[src/rtl/lsu_mem_port.sv]
// Load/store initiator for a single-port word RAM with registered read data.
// Optional build macro LSU_RANGE_CHK_EN rejects addresses beyond the 2^MEM_AW-word RAM with err=11.
module lsu_mem_port #(
    parameter int unsigned MEM_AW    = 16,
    parameter logic [31:0] RESET_ADR = 32'h0
) (
    input  logic        CLK,
    input  logic        RST,
    input  logic        req_valid,
    output logic        req_ready,
    input  logic        req_we,
    input  logic [2:0]  req_funct3,
    input  logic [31:0] req_addr,
    input  logic [31:0] req_wdata,
    output logic        resp_valid,
    input  logic        resp_ready,
    output logic [31:0] resp_rdata,
    output logic [1:0]  resp_err,
    output logic [31:0] mem_adr,
    output logic [31:0] mem_d,
    output logic        mem_we,
    output logic [1:0]  mem_store_type,
    output logic [1:0]  mem_store_offset,
    input  logic [31:0] mem_q
);

    typedef enum logic [1:0] {IDLE, ISSUE, DATA, RESP} state_t;

    localparam logic [1:0] ERR_OK    = 2'b00;
    localparam logic [1:0] ERR_ALIGN = 2'b01;
    localparam logic [1:0] ERR_F3    = 2'b10;
    localparam logic [1:0] ERR_RANGE = 2'b11;

    state_t      state_q, state_d;
    logic        we_q, we_d;
    logic [2:0]  f3_q, f3_d;
    logic [31:0] addr_q, addr_d;
    logic [31:0] wdata_q, wdata_d;
    logic [31:0] rdata_q, rdata_d;
    logic [1:0]  err_q, err_d;
    logic        out_of_range;

    function automatic logic illegal_f3(input logic we, input logic [2:0] f3);
        if (we) return !(f3 == 3'b000 || f3 == 3'b001 || f3 == 3'b010);
        return (f3 == 3'b011 || f3 == 3'b110 || f3 == 3'b111);
    endfunction

    function automatic logic misaligned(input logic [2:0] f3, input logic [1:0] off);
        return (f3[1:0] == 2'b01 && off[0]) || (f3[1:0] == 2'b10 && off != 2'b00);
    endfunction

    function automatic logic [31:0] load_extract(input logic [2:0] f3, input logic [1:0] off,
                                                 input logic [31:0] q);
        logic [7:0]  b;
        logic [15:0] h;
        b = q[8*off +: 8];
        h = off[1] ? q[31:16] : q[15:0];
        case (f3)
            3'b000:  return {{24{b[7]}}, b};
            3'b001:  return {{16{h[15]}}, h};
            3'b100:  return {24'h0, b};
            3'b101:  return {16'h0, h};
            default: return q;
        endcase
    endfunction

    assign out_of_range = (req_addr >> (MEM_AW + 2)) != 32'd0;

`ifndef LSU_RANGE_CHK_EN
    // Without range checking the RAM simply wraps on its own index bits.
    logic unused_range;
    assign unused_range = out_of_range;
`endif

    always_comb begin
        state_d = state_q;
        we_d    = we_q;
        f3_d    = f3_q;
        addr_d  = addr_q;
        wdata_d = wdata_q;
        rdata_d = rdata_q;
        err_d   = err_q;
        case (state_q)
            IDLE: begin
                if (req_valid) begin
                    we_d    = req_we;
                    f3_d    = req_funct3;
                    addr_d  = req_addr;
                    wdata_d = req_wdata;
                    rdata_d = 32'h0;
                    err_d   = ERR_OK;
                    state_d = RESP;
                    if (illegal_f3(req_we, req_funct3)) begin
                        err_d = ERR_F3;
                    end else if (misaligned(req_funct3, req_addr[1:0])) begin
                        err_d = ERR_ALIGN;
`ifdef LSU_RANGE_CHK_EN
                    end else if (out_of_range) begin
                        err_d = ERR_RANGE;
`endif
                    end else begin
                        state_d = ISSUE;
                    end
                end
            end
            ISSUE: state_d = we_q ? RESP : DATA;
            DATA: begin
                rdata_d = load_extract(f3_q, addr_q[1:0], mem_q);
                state_d = RESP;
            end
            RESP: begin
                if (resp_ready) state_d = IDLE;
            end
            default: state_d = IDLE;
        endcase
    end

    always_ff @(posedge CLK) begin
        if (RST) begin
            state_q <= IDLE;
            rdata_q <= 32'h0;
            err_q   <= ERR_OK;
            we_q    <= 1'b0;
        end else begin
            state_q <= state_d;
            rdata_q <= rdata_d;
            err_q   <= err_d;
            we_q    <= we_d;
        end
    end

    // Request payload needs no reset: it is only observed after a fresh latch in IDLE.
    always_ff @(posedge CLK) begin
        f3_q    <= f3_d;
        addr_q  <= addr_d;
        wdata_q <= wdata_d;
    end

    assign req_ready        = (state_q == IDLE) && !RST;
    assign resp_valid       = (state_q == RESP);
    assign resp_rdata       = rdata_q;
    assign resp_err         = err_q;
    assign mem_d            = wdata_q;
    assign mem_we           = (state_q == ISSUE) && we_q && !RST;
    assign mem_store_offset = addr_q[1:0];
    assign mem_adr          = (state_q == ISSUE || state_q == DATA) ? {2'b00, addr_q[31:2]}
                                                                    : RESET_ADR;

    always_comb begin
        mem_store_type = 2'b00;
        if (state_q == ISSUE && we_q) begin
            case (f3_q[1:0])
                2'b00:   mem_store_type = 2'b01;
                2'b01:   mem_store_type = 2'b10;
                default: mem_store_type = 2'b11;
            endcase
        end
    end

endmodule

[config.mk]
export PLATFORM = sky130hd
export DESIGN_NAME = lsu_mem_port
export DESIGN_NICKNAME = d
export VERILOG_FILES = /design/src/rtl/lsu_mem_port.sv
export SDC_FILE = /design/constraint.sdc
export NUM_CORES = 1
export LEC_CHECK = 0
export ABC_AREA = 1
export CAP_MARGIN = 20
export CORE_ASPECT_RATIO = 1.1
export CORE_MARGIN = 5
export CORE_UTILIZATION = 38
export DETAILED_ROUTE_END_ITERATION = 7
export HOLD_SLACK_MARGIN = 0.12
export PLACE_DENSITY = 0.79
export SETUP_SLACK_MARGIN = 0.5
export SKIP_LAST_GASP = 1
export SYNTH_ARGS = -nofsm -noshare
export SYNTH_HDL_FRONTEND = slang
export SYNTH_SLANG_ARGS = --single-unit
[constraint.sdc]
create_clock -name CLK -period 2.6 [get_ports CLK]
set_input_delay 0.52 -clock CLK [delete_from_list [all_inputs] [get_ports CLK]]
set_output_delay 0.52 -clock CLK [all_outputs]
set_load 0.05 [all_outputs]
==> flow_metrics.py <==
metrics = {
    "drt": {
        "viasPerCell": 4.78,
        "ant_nets": 0,
        "first_iter_violations": 258,
        "wirelength_mm": 14.1,
        "firstDrtPassIters": 5,
        "vias": 3986,
        "drc": 0,
        "post_drt_wl_per_cell_microns": 16.9,
    },
    "synth": {
        "synth_xor_area_frac": 0,
        "synthesis.instances": 473,
        "synth_top_family_by_area": "simple AND/OR/NAND/NOR gates",
        "ys.flop_type": "edfxtp_1",
        "synthArstFlopShare": 0,
        "synthAdderAreaFrac": 0.0136,
        "synth_area_leaders": "edfxtp_1 44%, dfxtp_1 16%, nand2_1 11%",
        "synth_simple_gate_area_frac": 0.210,
        "synth_compound_area_frac": 0.0897,
        "synthDistinctLibCells": 33,
        "synth_area_sq_um": 4590,
        "ys_ff_latch": 104,
        "synth_area_per_cell_sq_um": 9.70,
        "yosysTopAreaCellShare": 0.438,
        "seq_area_frac_synth": 0.600,
        "synth.mux.area_fraction": 0,
        "synth_top_cell_by_area": "edfxtp_1",
        "yosysWarnings": 0,
        "synth_edf_count": 67,
    },
    "sta": {
        "timing.final.ws_setup_ns": 0.535,
        "post-route-min-period_ns": 2.06,
        "setup_tns_ns": 0,
        "worst_pin_slew_ns": 0.575,
        "post-route-period-util": 0.794,
        "drv_slew": 0,
        "finalSetupViolCount": 0,
        "fmax_ghz": 0.484,
        "fin_skew_ns": 0.00760,
        "hold_ws_ns": 0.463,
        "rsz0062_at_grt": "true",
        "hold_viol": 0,
        "relSlewSlack": 0.615,
    },
    "worst_hold_path": {
        "hp-class": "reg2reg",
    },
    "pwr": {
        "switchingPower_mw": 3.91,
        "clkPwrFrac": 0.173,
        "p_per_area_nw_per_um2": 1180,
        "intPower_mw": 4.50,
        "irDropWorstVdd_mv": 1.04,
        "combinationalPowerShare": 0.545,
        "p_leak_nw": 2.96,
        "switching_share": 0.465,
        "seq_power_share": 0.282,
    },
    "grt": {
        "grt_pass1_wl_mm": 21.0,
        "antenna_found_initial": 0,
        "grt.overflow.total": 0,
        "grt_pass1_vias": 4060,
        "grt_max_degree": 38,
        "grt_usage": 0.188,
    },
    "floorplanning": {
        "floorplan.die_area_sq_um": 14400,
        "pin_count": 209,
        "start_util": 0.385,
        "die_h_microns": 125,
        "die_w_microns": 115,
        "core_region_area_sq_um": 11900,
        "rows": 42,
    },
    "worst_setup_path": {
        "slowest_delay_ns": 0.37,
        "slowest_stage": "dfxtp_4",
        "critPathRequiredTime_ns": 2.08,
        "path_cells": "inv_2, ha_4, buf_12, nand2_1, inv_1, buf_4",
        "critPathTopFamily": "buffers and inverters",
        "cp-end-kind": "output port",
        "path_buf_inv": 4,
        "critPathKind": "reg2out",
        "start_kind": "flip-flop",
        "critPathMaxFanout": 16,
        "crit_arrival_ns": 1.54,
    },
    "layout": {
        "final_layout_size_suffix_gt1_frac": 0.154,
        "fill_cells": 960,
        "syn_to_final_growth_pct": 55.8,
        "fin_nets": 785,
        "regArea_sq_um": 2760,
        "antenna_cells": 0,
        "multi_input_area_sq_um": 1470,
    },
    "cts": {
        "postCtsHoldBufs": 0,
        "cts.reportedPaths.clkPinSlew_ns": 0.07,
        "cts_buffers": 9,
        "htree_levels": 3,
        "cts_sinks": 104,
        "cts_tree": "built",
        "clk_latency_ns": 0.34,
        "cts_root_buf": "clkbuf_16",
        "cts_max_path_buffers": 2,
    },
    "place": {
        "io_buffers": 206,
        "hpwl_mm": 10.6,
        "gp_congestion": 0.932,
        "pre_cts_ws_ns": 0.455,
    },
    "run_status": {
        "status": "completed",
    },
    "flow_run": {
        "maxCapViolCount": 0,
    },
}
## cell type report
| type | count | share of cell area |
|---|---|---|
| Tap cell | 154 | 0.0270 |
| Timing Repair Buffer | 215 | 0.301 |
| Inverter | 61 | 0.0352 |
| Timing Repair inverter | 1 | 0.000700 |
| Sequential cell | 104 | 0.386 |
| Clock inverter | 6 | 0.0128 |
| Multi-Input combinational cell | 284 | 0.206 |
| Clock buffer | 9 | 0.0315 |
## tightest hold or removal path, delay by kind of cell, from the launching register on
kind / cells / cell delay [ns]
AO/OA/AOI/OAI: 1 / 0.05
flip-flops: 1 / 0.31
AND/OR/NAND/NOR: 1 / 0.06
## state kept, by name, indices dropped and copies added, names as in the netlist
signal,flops
addr_q,32
f3_q,3
mem_d,32
resp_err,2
resp_rdata,32
state_q,2
we_q,1
## synth_stat cells, types with 2 or more instances
cell      instances
nand2_1         133
edfxtp_1         67
inv_1            57
dfxtp_1          37
a21oi_1          35
nor2_1           27
nand3_1          25
clkbuf_1         12
a21oi_2          11
nand3_2          10
o21ai_0          10
or2_2             8
o211ai_1          7
buf_4             6
buf_2             5
ha_1              5
inv_2             2
## power by group through the flow
stage	clock, mW	sequential (mW)	combinational, mW
2_1_floorplan	0	3.15	2.30
3_3_place_gp	0	2.39	4.33
3_5_place_dp	0	2.40	4.38
4_1_cts	1.48	2.37	4.50
5_1_grt	1.55	2.41	4.86
6_report	1.45	2.37	4.58
## layer usage
| layer | part of all wire | wire (microns) | up-vias | GRT usage |
|---|---|---|---|---|
| met2 | 0.49 | 6870 | 200 | 0.319 |
| met5 | 0 | 0 | - | 0 |
| met4 | 0.016 | 223 | 0 | 0.0552 |
| met1 | 0.38 | 5300 | 1836 | 0.216 |
| li1 | - | - | 1932 | - |
| met3 | 0.12 | 1710 | 18 | 0.0778 |
## cells in the final DEF (no fill, tap or decap), types with 2 or more instances in the layout
cell	instances
nand3_2	10
bufinv_16	2
buf_6	9
o21ai_0	10
buf_12	6
a21oi_4	2
or2_2	8
clkinvlp_4	2
clkbuf_16	9
nor2_1	27
a21oi_1	35
conb_1	2
a21oi_2	10
dlygate4sd2_1	2
ha_1	4
o211ai_1	7
dfxtp_4	2
clkdlybuf4s50_1	169
inv_2	4
edfxtp_1	67
dfxtp_1	35
buf_4	29
nand2_1	132
nand2_4	2
nand3_1	25
inv_1	54
## final timing paths
check                       from              to  slack [ns]  cells after the start
setup reg to reg      state_q[0]  resp_rdata[17]        0.79                      8
setup / recovery      state_q[1]      mem_adr[7]        0.54                      6
hold reg to reg   resp_rdata[19]  resp_rdata[19]        0.46                      2
hold / removal    resp_rdata[19]  resp_rdata[19]        0.46                      2
## logic make-up after synthesis
group | count (synthesis)
simple gates | 210
compound gates | 67
flops | 104
other cells | 1
fa+ha+maj | 5
buf+inv | 86
## timing repair
item | in CTS | in global routing
pin swaps | 1 | 0
buffers inserted | 2 | 1
resized for setup | 2 | 13
gates cloned | 0 | 1
setup endpoints to repair | 32 | 25
## stage by stage
| stage | std cells | utilization | total power, mW | area, sq um |
|---|---|---|---|---|
| 2_1_floorplan | 474 | - | 5.45 | 4650 |
| 3_3_place_gp | 815 | 0.565 | 6.71 | 6740 |
| 3_5_place_dp | 815 | 0.565 | 6.78 | 6740 |
| 4_1_cts | 832 | 0.594 | 8.35 | 7090 |
| 5_1_grt | 834 | 0.599 | 8.82 | 7150 |
| 6_report | 834 | 0.599 | 8.41 | 7150 |
Power figures use the tool's default switching activity.
